===== config.mk =====
export PLATFORM = sky130hd
export DESIGN_NAME = bjp_resolve_tracker
export DESIGN_NICKNAME = d
export VERILOG_FILES = /design/src/rtl/bjp_resolve_tracker.sv
export SDC_FILE = /design/constraint.sdc
export NUM_CORES = 1
export LEC_CHECK = 0
export ABC_AREA = 1
export CAP_MARGIN = 20
export CORE_MARGIN = 2
export CORE_UTILIZATION = 38
export DETAILED_ROUTE_END_ITERATION = 6
export PLACE_DENSITY_LB_ADDON = 0.05
export SYNTH_ARGS = -nofsm -noshare
export SYNTH_HDL_FRONTEND = slang
export SYNTH_SLANG_ARGS = --single-unit

===== constraint.sdc =====
create_clock -name clk -period 1.8 [get_ports clk]
set_input_delay 0.36 -clock clk [delete_from_list [all_inputs] [get_ports clk]]
set_output_delay 0.36 -clock clk [all_outputs]
set_load 0.02 [all_outputs]

===== src/rtl/bjp_resolve_tracker.sv =====
// rtl/bjp_resolve_tracker.sv - in-order branch dispatch/resolve tracker emitting classified events
// Optional saturating event counters are built only when BJP_TRK_STAT_EN is defined.
module bjp_resolve_tracker #(
    parameter int DEPTH = 4,
    parameter int PTR_W = 2
) (
    input  logic             clk,
    input  logic             rst,
    input  logic             dec_vld,
    input  logic [3:0]       dec_type,
    input  logic [4:0]       dec_rs1_idx,
    input  logic             dec_prdt_taken,
    output logic             dec_rdy,
    input  logic             rsv_vld,
    input  logic             rsv_taken,
    output logic             rsv_rdy,
    input  logic             flush,
    output logic             evt_vld,
    output logic [3:0]       evt_type,
    output logic             evt_miss,
    output logic [PTR_W:0]   occ,
    output logic             err_ovf,
    output logic             err_udf,
    output logic [31:0]      stat_total,
    output logic [31:0]      stat_miss
);

    localparam logic [3:0]     TYPE_JALR = 4'd9;
    localparam logic [3:0]     TYPE_RET  = 4'd10;
    localparam logic [4:0]     RA_IDX    = 5'd1;
    localparam logic [PTR_W:0] OCC_FULL  = (PTR_W+1)'(DEPTH);
    localparam logic [PTR_W:0] OCC_ONE   = (PTR_W+1)'(1);
    localparam logic [PTR_W-1:0] PTR_ONE = PTR_W'(1);

    // Each entry packs {type[3:0], predicted_taken}.
    logic [4:0]       ent_mem [DEPTH];
    logic [PTR_W-1:0] wr_ptr_q;
    logic [PTR_W-1:0] rd_ptr_q;
    logic [PTR_W:0]   occ_q;
    logic [PTR_W:0]   occ_d;

    logic             evt_vld_q;
    logic [3:0]       evt_type_q;
    logic             evt_miss_q;
    logic             err_ovf_q;
    logic             err_udf_q;

    logic             full;
    logic             empty;
    logic             push;
    logic             pop;
    logic [3:0]       push_type;
    logic [4:0]       head;
    logic             head_miss;

    assign full    = (occ_q == OCC_FULL);
    assign empty   = (occ_q == '0);
    assign dec_rdy = ~full;
    assign rsv_rdy = ~empty;

    // A push that coincides with a flush would be discarded anyway, so it never enters the FIFO.
    assign push = dec_vld & ~full & ~flush;
    assign pop  = rsv_vld & ~empty;

    // jalr through ra is a function return; classify it once here so the consumer need not.
    always_comb begin
        push_type = dec_type;
        if (dec_type == TYPE_JALR && dec_rs1_idx == RA_IDX) begin
            push_type = TYPE_RET;
        end
    end

    assign head      = ent_mem[rd_ptr_q];
    assign head_miss = head[0] ^ rsv_taken;

    always_comb begin
        occ_d = occ_q;
        if (flush) begin
            occ_d = '0;
        end else begin
            case ({push, pop})
                2'b10:   occ_d = occ_q + OCC_ONE;
                2'b01:   occ_d = occ_q - OCC_ONE;
                default: occ_d = occ_q;
            endcase
        end
    end

    // Storage carries no reset; validity is tracked solely by the pointers and occupancy.
    always_ff @(posedge clk) begin
        if (push) begin
            ent_mem[wr_ptr_q] <= {push_type, dec_prdt_taken};
        end
    end

    always_ff @(posedge clk or posedge rst) begin
        if (rst) begin
            wr_ptr_q <= '0;
            rd_ptr_q <= '0;
            occ_q    <= '0;
        end else begin
            occ_q <= occ_d;
            if (flush) begin
                wr_ptr_q <= '0;
                rd_ptr_q <= '0;
            end else begin
                if (push) begin
                    wr_ptr_q <= wr_ptr_q + PTR_ONE;
                end
                if (pop) begin
                    rd_ptr_q <= rd_ptr_q + PTR_ONE;
                end
            end
        end
    end

    // The resolving pop still reports its event even when a flush lands in the same cycle.
    always_ff @(posedge clk or posedge rst) begin
        if (rst) begin
            evt_vld_q  <= 1'b0;
            evt_type_q <= '0;
            evt_miss_q <= 1'b0;
        end else begin
            evt_vld_q <= pop;
            if (pop) begin
                evt_type_q <= head[4:1];
                evt_miss_q <= head_miss;
            end
        end
    end

    always_ff @(posedge clk or posedge rst) begin
        if (rst) begin
            err_ovf_q <= 1'b0;
            err_udf_q <= 1'b0;
        end else begin
            if (dec_vld && full) begin
                err_ovf_q <= 1'b1;
            end
            if (rsv_vld && empty) begin
                err_udf_q <= 1'b1;
            end
        end
    end

    assign evt_vld  = evt_vld_q;
    assign evt_type = evt_type_q;
    assign evt_miss = evt_miss_q;
    assign occ      = occ_q;
    assign err_ovf  = err_ovf_q;
    assign err_udf  = err_udf_q;

`ifdef BJP_TRK_STAT_EN
    logic [31:0] stat_total_q;
    logic [31:0] stat_miss_q;

    // Counters advance on the same edge that raises evt_vld, so they agree with the event.
    always_ff @(posedge clk or posedge rst) begin
        if (rst) begin
            stat_total_q <= '0;
            stat_miss_q  <= '0;
        end else if (pop) begin
            if (stat_total_q != 32'hFFFF_FFFF) begin
                stat_total_q <= stat_total_q + 32'd1;
            end
            if (head_miss && stat_miss_q != 32'hFFFF_FFFF) begin
                stat_miss_q <= stat_miss_q + 32'd1;
            end
        end
    end

    assign stat_total = stat_total_q;
    assign stat_miss  = stat_miss_q;
`else
    assign stat_total = '0;
    assign stat_miss  = '0;
`endif

endmodule


==> impl_metrics.yaml, run 1 <==
grt:
  grt_pass1_wl_microns: 5188
  grt_pass1_vias: 1090
  track_usage: 0.1125
  antenna_found_initial: 0
  grt_max_degree: 16
  gr-total-overflow: 0
die:
  die-area_sq_mm: 0.006025
  fp.dieW_microns: 77.62
  core_area_sq_mm: 0.005172
  rows: 26
  die_h_microns: 77.62
  num_io_pins: 93
  initial_core_util: 0.3982
timing:
  timing.hold.ws_ps: 359.3
  fin_crit_sh: 0.9695
  finalHoldViolCount: 0
  max_freq_mhz: 573.0
  period_minus_slack_ps: 1745
  slew_viol_final: 0
  tns_ps: 0
  setup_viol: 0
  rsz0062_at_grt: "true"
  setup_slack_ps: 54.82
  clock_skew_ps: 7.204
logic_synthesis:
  yosys_warnings: 0
  ys_ff_latch: 35
  syn_area_per_cell_sq_um: 9.535
  ys_types: 26
  postSynthCellCount: 216
  synth_seq_area_share: 0.4739
  synth_area_sq_mm: 0.002059
detailed_routing:
  firstDrtPassIters: 4
  drt-initial-drc-count: 67
  vias: 1276
  drt-vias-per-instance: 3.843
  routedWlPerCell_microns: 9.476
  drc: 0
  ant_nets: 0
  wl_microns: 3146
worst_setup_path:
  r2r_end: "occ[2]$_DFFE_PP0P_"
  cpPeakStageDelay_ps: 640
  path_buf_inv: 1
  worst_setup_path_end_kind: "output port"
  r2r_start: "occ[1]$_DFFE_PP0P_"
  critPathSlowestCell: "clkdlybuf4s50_1"
  crit_type: "reg2out"
  worstPathCellList: "clkdlybuf4s50_1"
  cp.required_ps: 1440
  rr_worst_depth: 11
  startpoint_type: "register"
  rrSetupSlack_ps: 90
  crit_arrival_ps: 1390
  crit_fanout: 6
  critPathTopFamily: "buffers and inverters"
placement:
  pre_cts_slack_ps: -192.8
  place_hpwl_microns: 2583
  io_buffers: 28
  gp_congestion: 0.7356
clock_tree:
  clk_path_buf_depth: 2
  cts_root_buf: "clkbuf_8"
  cts_tree: "done"
  clkTransAtPathRegs_ps: 70
  cts_htree_levels: 2
  cts_buffers: 5
  ctsHoldBuffers: 0
  insertion_delay_ps: 290
  clkSinkCount: 35
cells_and_area:
  diodes: 0
  layout_common_cells: "64 x conb_1, 26 x nor2_1, 24 x clkdlybuf4s50_1"
  drive_above_1_share: 0.1374
  nets: 282
  final_common_cell: "conb_1"
  areaGrowthSynthToFinish_pct: 16.10
  fin_util: 0.4623
  fill_cells: 503
power:
  vdd_drop_max_mv: 0.4099
  p_leak_nw: 1.135
  totalPowerFinal_mw: 2.805
  cellPowerDensity_mw_per_mm2: 1173
run_status:
  status: "completed"
min_path:
  worstHoldPathType: "in2async"
run:
  drv_cap: 0
[logic make-up after synthesis]
kind of cell    share of synthesized area
simple gates                       0.1300
xor+xnor                         0.008507
compound gates                    0.06987
fa+ha+maj                         0.03402
other cells                      0.001821
flops                              0.4739
buf+inv                            0.2819
[how the worst max path moves through the flow]
stage	start	end	slack, ps	cells past startpoint
5_1_grt	occ[1]$_DFFE_PP0P_	occ[2]$_DFFE_PP0P_	-20	11
2_1_floorplan	occ[0]$_DFFE_PP0P_	occ[2]$_DFFE_PP0P_	0.5	12
4_1_cts	occ[1]$_DFFE_PP0P_	occ[1]	20	2
3_3_place_gp	dec_vld	occ[2]$_DFFE_PP0P_	-170	11
3_5_place_dp	dec_vld	occ[2]$_DFFE_PP0P_	-190	11
6_report	occ[2]$_DFFE_PP0P_	occ[2]	50	1
[cells in the mapped netlist (all sizes together)]
cell	instances	area [sq um]
conb	1	3.750
buf	67	501.7
clkbuf	2	7.510
a31o	2	17.52
a21boi	1	18.77
ha	4	50.05
o21ai	13	65.06
edfxtp	20	600.6
a21oi	2	10.01
fa	1	20.02
o21a	1	7.510
dfrtp	15	375.4
nor2	27	108.9
xnor2	2	17.52
nand3	10	55.05
inv	19	71.31
nand2	24	97.60
nand4	1	6.260
a31oi	4	25.02
[state kept, by name, indices dropped and copies added (netlist names)]
| signal | count |
|---|---|
| wr_ptr_q | 2 |
| evt_miss | 1 |
| ent_mem | 20 |
| occ | 3 |
| evt_vld | 1 |
| err_ovf | 1 |
| rd_ptr_q | 2 |
| evt_type | 4 |
| err_udf | 1 |
[power by group]
group / switching (mW) / internal (mW) / total [mW]
Combinational: 0.697 / 0.488 / 1.19
Sequential: 0.0931 / 0.995 / 1.09
Clock: 0.267 / 0.265 / 0.532
[metal layers]
layer  vias up  GRT usage  part of all wire
met5         -          0                 0
met3         6    0.03721             0.079
met2        68     0.1621              0.42
met1       553     0.1496              0.48
met4         0    0.05893             0.022
li1        649          -                 -
[through the flow]
stage	instance area, sq um	std cells
after floorplan	2327	279
after global placement	2298	323
after detailed placement	2298	323
after CTS	2377	331
after global routing	2391	332
final	2391	332
[area by class of cell]
class | instances | area, sq um | share of cell area
Clock buffer | 6 | 72.57 | 0.03035
Multi-Input combinational cell | 156 | 767.0 | 0.3208
Tap cell | 70 | 87.58 | 0.03663
Clock inverter | 2 | 8.758 | 0.003663
Timing Repair Buffer | 44 | 404.1 | 0.1690
Sequential cell | 35 | 979.7 | 0.4097
Inverter | 19 | 71.32 | 0.02983
[repair_timing]
| action | CTS | global route |
|---|---|---|
| gates resized for setup | 2 | 3 |
| setup endpoints to repair | 2 | 4 |
| setup buffers | 0 | 1 |
| pin swaps | 0 | 3 |
(Power assumes the default switching activity.)
==> run 2, diff against run 1 <==
==> constraint.sdc (replaced) <==
create_clock -name clk -period 1.8 [get_ports clk]
set_input_delay 0.18 -clock clk [delete_from_list [all_inputs] [get_ports clk]]
set_output_delay 0.18 -clock clk [all_outputs]
set_load 0.02 [all_outputs]
==> run 2 against run 1 <==
- non-clock buffer count is 2 lower
- final area is 0.16% lower
- first-iteration DRC count is 28% lower
- sequential share of layout area grew 0.064 points
- combinational power is essentially flat
- via count fell by 0.39%
- sequential cell count stayed put
- clock power grew 7.3%
==> impl_metrics.yaml, run 2 (synthesis results as in run 1) <==
cells_and_area:
  areaGrowthSynthToFinish_pct: 15.92
  finalNonFillerCells: 330
  final_common_cell: "conb_1"
  largest_register: "ent_mem"
  largest_reg_flops: 20
  nets: 280
  layout_common_cells: "64 x conb_1, 27 x clkdlybuf4s50_1, 26 x nor2_1"
  diodes: 0
  drive_above_1_share: 0.1385
timing:
  rsz0062_at_grt: "false"
  fin_crit_sh: 0.9557
  finalHoldViolCount: 0
  clock_skew_ps: 6.660
  worstMarginPinSlew_ps: 599.0
  max_freq_mhz: 581.3
  slew_viol_final: 0
  setup_viol: 0
  period_minus_slack_ps: 1720
  slew_headroom: 0.6003
  tns_ps: 0
worst_setup_path:
  critPathSlowestCell: "clkdlybuf4s50_1"
  cpPeakStageDelay_ps: 540
  crit_path_start: "occ[1]$_DFFE_PP0P_"
  startpoint_type: "register"
  crit_type: "reg2out"
  cp.required_ps: 1620
  crit_fanout: 4
  worstPathCellList: "nor2_4, nand2_4, clkdlybuf4s50_1"
  worst_setup_path_end_kind: "output port"
  r2r_start: "occ[1]$_DFFE_PP0P_"
  crit_arrival_ps: 1540
detailed_routing:
  firstDrtPassIters: 4
  ant_nets: 0
  drt-vias-per-instance: 3.852
  routedWlPerCell_microns: 9.815
  vias: 1271
  wl_microns: 3239
  routed.top_layer: "met4"
  wl_met2_microns: 1412
  drt-initial-drc-count: 48
  wl_met3_microns: 247
  wl_met1_microns: 1534
  drc: 0
clock_tree:
  clkSinkCount: 35
  cts_buffers: 5
  ctsHoldBuffers: 0
  cts_root_buf: "clkbuf_8"
  cts_tree: "done"
  insertion_delay_ps: 290
  clk_path_buf_depth: 2
  clkTransAtPathRegs_ps: 80
  cts_htree_levels: 2
min_path:
  worstHoldPathType: "in2async"
die:
  rows: 26
  die_h_microns: 77.62
  num_io_pins: 93
  initial_core_util: 0.3982
  core_area_sq_mm: 0.005172
  fp.dieW_microns: 77.62
  die-area_sq_mm: 0.006025
run_status:
  status: "completed"
power:
  cellPowerDensity_mw_per_mm2: 1197
  vdd_drop_max_mv: 0.3730
  p_leak_nw: 1.109
placement:
  dp.cells: 321
  place_hpwl_microns: 2633
  gp_congestion: 0.7568
  io_buffers: 28
grt:
  gr-total-overflow: 0
  grt_max_degree: 16
  track_usage: 0.1130
  grt_pass1_vias: 1087
  antenna_found_initial: 0
  grt_pass1_wl_microns: 5278
run:
  drv_cap: 0
[run 2: cell types whose count changed in the layout (fill, tap and decap cells not counted), sizes merged]
cell	delta
buf	-2
dlymetal6s2s	-1
dlygate4sd2	-1
clkdlybuf4s50	+3
clkdlybuf4s15	-1
clkbuf	-1
clkinvlp	+1
[run 2: what timing repair did]
action | CTS | global route
setup buffers | 0 | 1
resized for setup | 0 | 1
setup endpoints to repair | 0 | 2
[run 2: through the flow]
step | area, sq um | utilization | setup WS (ps) | power, mW | hold slack, ps
2_1_floorplan | 2327 | - | 0.4970 | 1.968 | 81.28
3_3_place_gp | 2283 | 0.4415 | 5.258 | 2.306 | 454.9
3_5_place_dp | 2283 | 0.4415 | -12.36 | 2.308 | 459.3
4_1_cts | 2377 | 0.4596 | 4.656 | 2.893 | 269.5
5_1_grt | 2387 | 0.4615 | 1.319 | 3.063 | 296.9
6_report | 2387 | 0.4615 | 79.81 | 2.857 | 250.4
[run 2: worst paths after layout]
check                                      end  slack (ps)  cells past startpoint
max reg2reg                 occ[2]$_DFFE_PP0P_         120                     11
min reg2reg                err_udf$_DFFE_PP0P_         470                      1
min                          evt_vld$_DFF_PP0_         250                      2
max in group asynchronous   occ[0]$_DFFE_PP0P_        1110                      2
min in group clk           err_udf$_DFFE_PP0P_         470                      1
max                                    dec_rdy          80                      3
[run 2: power by group]
part / switching, mW / total (mW) / leakage [nW] / internal (mW)
logic: 0.702 / 1.20 / 0.707 / 0.498
registers: 0.0916 / 1.09 / 0.357 / 0.994
clock network: 0.295 / 0.571 / 0.0443 / 0.276
[run 2: worst max-delay path, delay by kind of cell, from the launching register on]
| family | cells | cell delay (ps) |
|---|---|---|
| and+or+nand+nor | 2 | 290 |
| DFF | 1 | 420 |
| buffers and inverters | 1 | 540 |
[run 2: per-layer routing]
layer,GRT usage,up-vias
li1,-,645
met1,0.1441,548
met2,0.1759,74
met3,0.03605,4
met4,0.04821,0
met5,0,-
[run 2: final cells by class]
class / instances / area (sq um)
Timing Repair Buffer: 42 / 387.9
Fill cell: 502 / 2785
Clock inverter: 3 / 25.02
Clock buffer: 5 / 68.82
Tap cell: 70 / 87.58
Inverter: 19 / 71.32
Multi-Input combinational cell: 156 / 767.0
Sequential cell: 35 / 979.7
==> run 3, diff against run 2 <==
--- a/config.mk
+++ b/config.mk
@@ -8,7 +8,7 @@
 export ABC_AREA = 1
 export CAP_MARGIN = 20
 export CORE_MARGIN = 2
-export CORE_UTILIZATION = 38
+export CORE_UTILIZATION = 40
 export DETAILED_ROUTE_END_ITERATION = 6
 export PLACE_DENSITY_LB_ADDON = 0.05
 export SYNTH_ARGS = -nofsm -noshare
==> constraint.sdc (replaced) <==
create_clock -name clk -period 1.7 [get_ports clk]
set_input_delay 0.17 -clock clk [delete_from_list [all_inputs] [get_ports clk]]
set_output_delay 0.17 -clock clk [all_outputs]
set_load 0.02 [all_outputs]
==> run 3 against run 2 <==
- routed wire length is 3.4% lower
- via count is 1.7% higher
- clock skew is 2.2 ps higher
- largest power group unchanged
- highest routed layer unchanged
==> impl_metrics.yaml, run 3 (synthesis results as in run 1) <==
clock_tree:
  insertion_delay_ps: 290
  cts_htree_levels: 2
  clkSinkCount: 35
  clkTransAtPathRegs_ps: 80
  post_cts_buffers: 0
  cts_root_buf: "clkbuf_8"
  clk_path_buf_depth: 2
  cts_buffers: 5
  cts_tree: "done"
detailed_routing:
  routedWlPerCell_microns: 9.428
  wl_microns: 3130
  drc: 0
  firstDrtPassIters: 4
  drt-vias-per-instance: 3.892
  vias: 1292
  drt-initial-drc-count: 33
  ant_nets: 0
grt:
  grt_max_degree: 16
  grt_pass1_vias: 1069
  grt_pass1_wl_microns: 5188
  antenna_found_initial: 0
  track_usage: 0.1248
  gr-total-overflow: 0
die:
  core_area_sq_mm: 0.005042
  num_io_pins: 93
  fp.dieW_microns: 75.76
  die-area_sq_mm: 0.005739
  die_h_microns: 75.76
  initial_core_util: 0.4084
  rows: 26
timing:
  setup_viol: 0
  rsz0062_at_grt: "true"
  period_minus_slack_ps: 1659
  setup_slack_ps: 41.04
  tns_ps: 0
  fin_crit_sh: 0.9759
  finalHoldViolCount: 0
  clock_skew_ps: 8.897
  timing.hold.ws_ps: 168.6
  max_freq_mhz: 602.8
  slew_viol_final: 0
worst_setup_path:
  startpoint_type: "register"
  rr_worst_depth: 11
  r2r_end: "occ[2]$_DFFE_PP0P_"
  critPathSlowestCell: "dfrtp_2"
  worstPathCellList: "nor2_4, a21boi_4, nand2_4, inv_2, fa_2, xnor2_2, inv_1, nand2_1, nand2_1, nand3_1, nand2_1"
  crit_arrival_ps: 1840
  path_buf_inv: 2
  crit_path_start: "occ[1]$_DFFE_PP0P_"
  critical_path_depth: 11
  worst_setup_path_end_kind: "register"
  crit_top_cell: "nand2_1"
  cpPeakStageDelay_ps: 430
  crit_type: "reg2reg"
  cp-endpoint: "occ[2]$_DFFE_PP0P_"
  cp.required_ps: 1880
  rrSetupSlack_ps: 40
  crit_fanout: 4
  critPathTopFamily: "simple AND/OR/NAND/NOR gates"
  r2r_start: "occ[1]$_DFFE_PP0P_"
placement:
  place_hpwl_microns: 2467
  gp_congestion: 0.7461
  io_buffers: 28
  pre_cts_slack_ps: -88.24
power:
  p_leak_nw: 1.122
  cellPowerDensity_mw_per_mm2: 1310
  vdd_drop_max_mv: 0.5078
cells_and_area:
  largest_register: "ent_mem"
  drive_above_1_share: 0.1489
  layout_common_cells: "64 x conb_1, 26 x nor2_1, 26 x clkdlybuf4s50_1"
  largest_reg_flops: 20
  nets: 282
  fill_cells: 491
  final_common_cell: "conb_1"
  areaGrowthSynthToFinish_pct: 17.50
  diodes: 0
run:
  drv_cap: 0
run_status:
  status: "completed"
min_path:
  worstHoldPathType: "in2async"
[run 3: cell count changes in the layout (fill, tap and decap cells not counted), sizes merged]
cell / delta
buf: +2
bufinv: +1
clkdlybuf4s50: -1
clkinv: -1
clkinvlp: -1
dlygate4sd2: +2
dlymetal6s2s: -1
inv: +1
[run 3: worst reg2reg max path, stage by stage (launching register included)]
cell and delay [ps]:
dfrtp_2 430, nor2_4 200, a21boi_4 90, nand2_4 70
inv_2 30, fa_2 340, xnor2_2 150, inv_1 50
nand2_1 60, nand2_1 40, nand3_1 50, nand2_1 50
[run 3: per-layer routing]
metal,up-vias,global-route usage,wire length (microns)
li1,653,-,-
met1,564,0.1711,1412
met2,68,0.1791,1415
met3,7,0.04365,247
met4,0,0.05263,55
met5,-,0,0
[run 3: area by class of cell]
| type | instances | area (sq um) | area share |
|---|---|---|---|
| multi-input combinational | 156 | 767.0 | 0.3170 |
| tap | 70 | 87.58 | 0.03619 |
| clock inverter | 3 | 47.55 | 0.01965 |
| clock buffer | 5 | 68.82 | 0.02844 |
| timing repair buffer | 44 | 397.9 | 0.1644 |
| sequential | 35 | 979.7 | 0.4049 |
| inverter | 19 | 71.32 | 0.02947 |
[run 3: what timing repair did]
action / 4_1_cts / 5_1_grt
pin swaps: 2 / 0
hold buffers: 0 / 0
endpoints found under the setup margin: 3 / 1
cloned: 0 / 0
resized for setup: 2 / 0
[run 3: worst min path at each step]
stage | from | endpoint | depth (start not counted)
2_1_floorplan | rst | err_ovf$_DFFE_PP0P_ | 1
3_3_place_gp | err_udf$_DFFE_PP0P_ | err_udf$_DFFE_PP0P_ | 1
3_5_place_dp | err_udf$_DFFE_PP0P_ | err_udf$_DFFE_PP0P_ | 1
4_1_cts | rst | evt_type[0]$_DFFE_PP0P_ | 3
5_1_grt | rst | evt_vld$_DFF_PP0_ | 3
6_report | rst | evt_vld$_DFF_PP0_ | 3
[run 3: stage by stage]
step,power (mW),util,cell area [sq um],std cells
after global routing,3.419,0.4799,2420,332
after floorplan,2.084,-,2327,279
after detailed placement,2.466,0.4573,2306,324
after CTS,3.219,0.4799,2420,332
final,3.169,0.4799,2420,332
after global placement,2.468,0.4573,2306,324
[run 3: where the power goes]
| group | internal, mW | switching, mW |
|---|---|---|
| Clock | 0.444 | 0.306 |
| Sequential | 1.05 | 0.0975 |
| Combinational | 0.521 | 0.749 |
| Total | 2.02 | 1.15 |
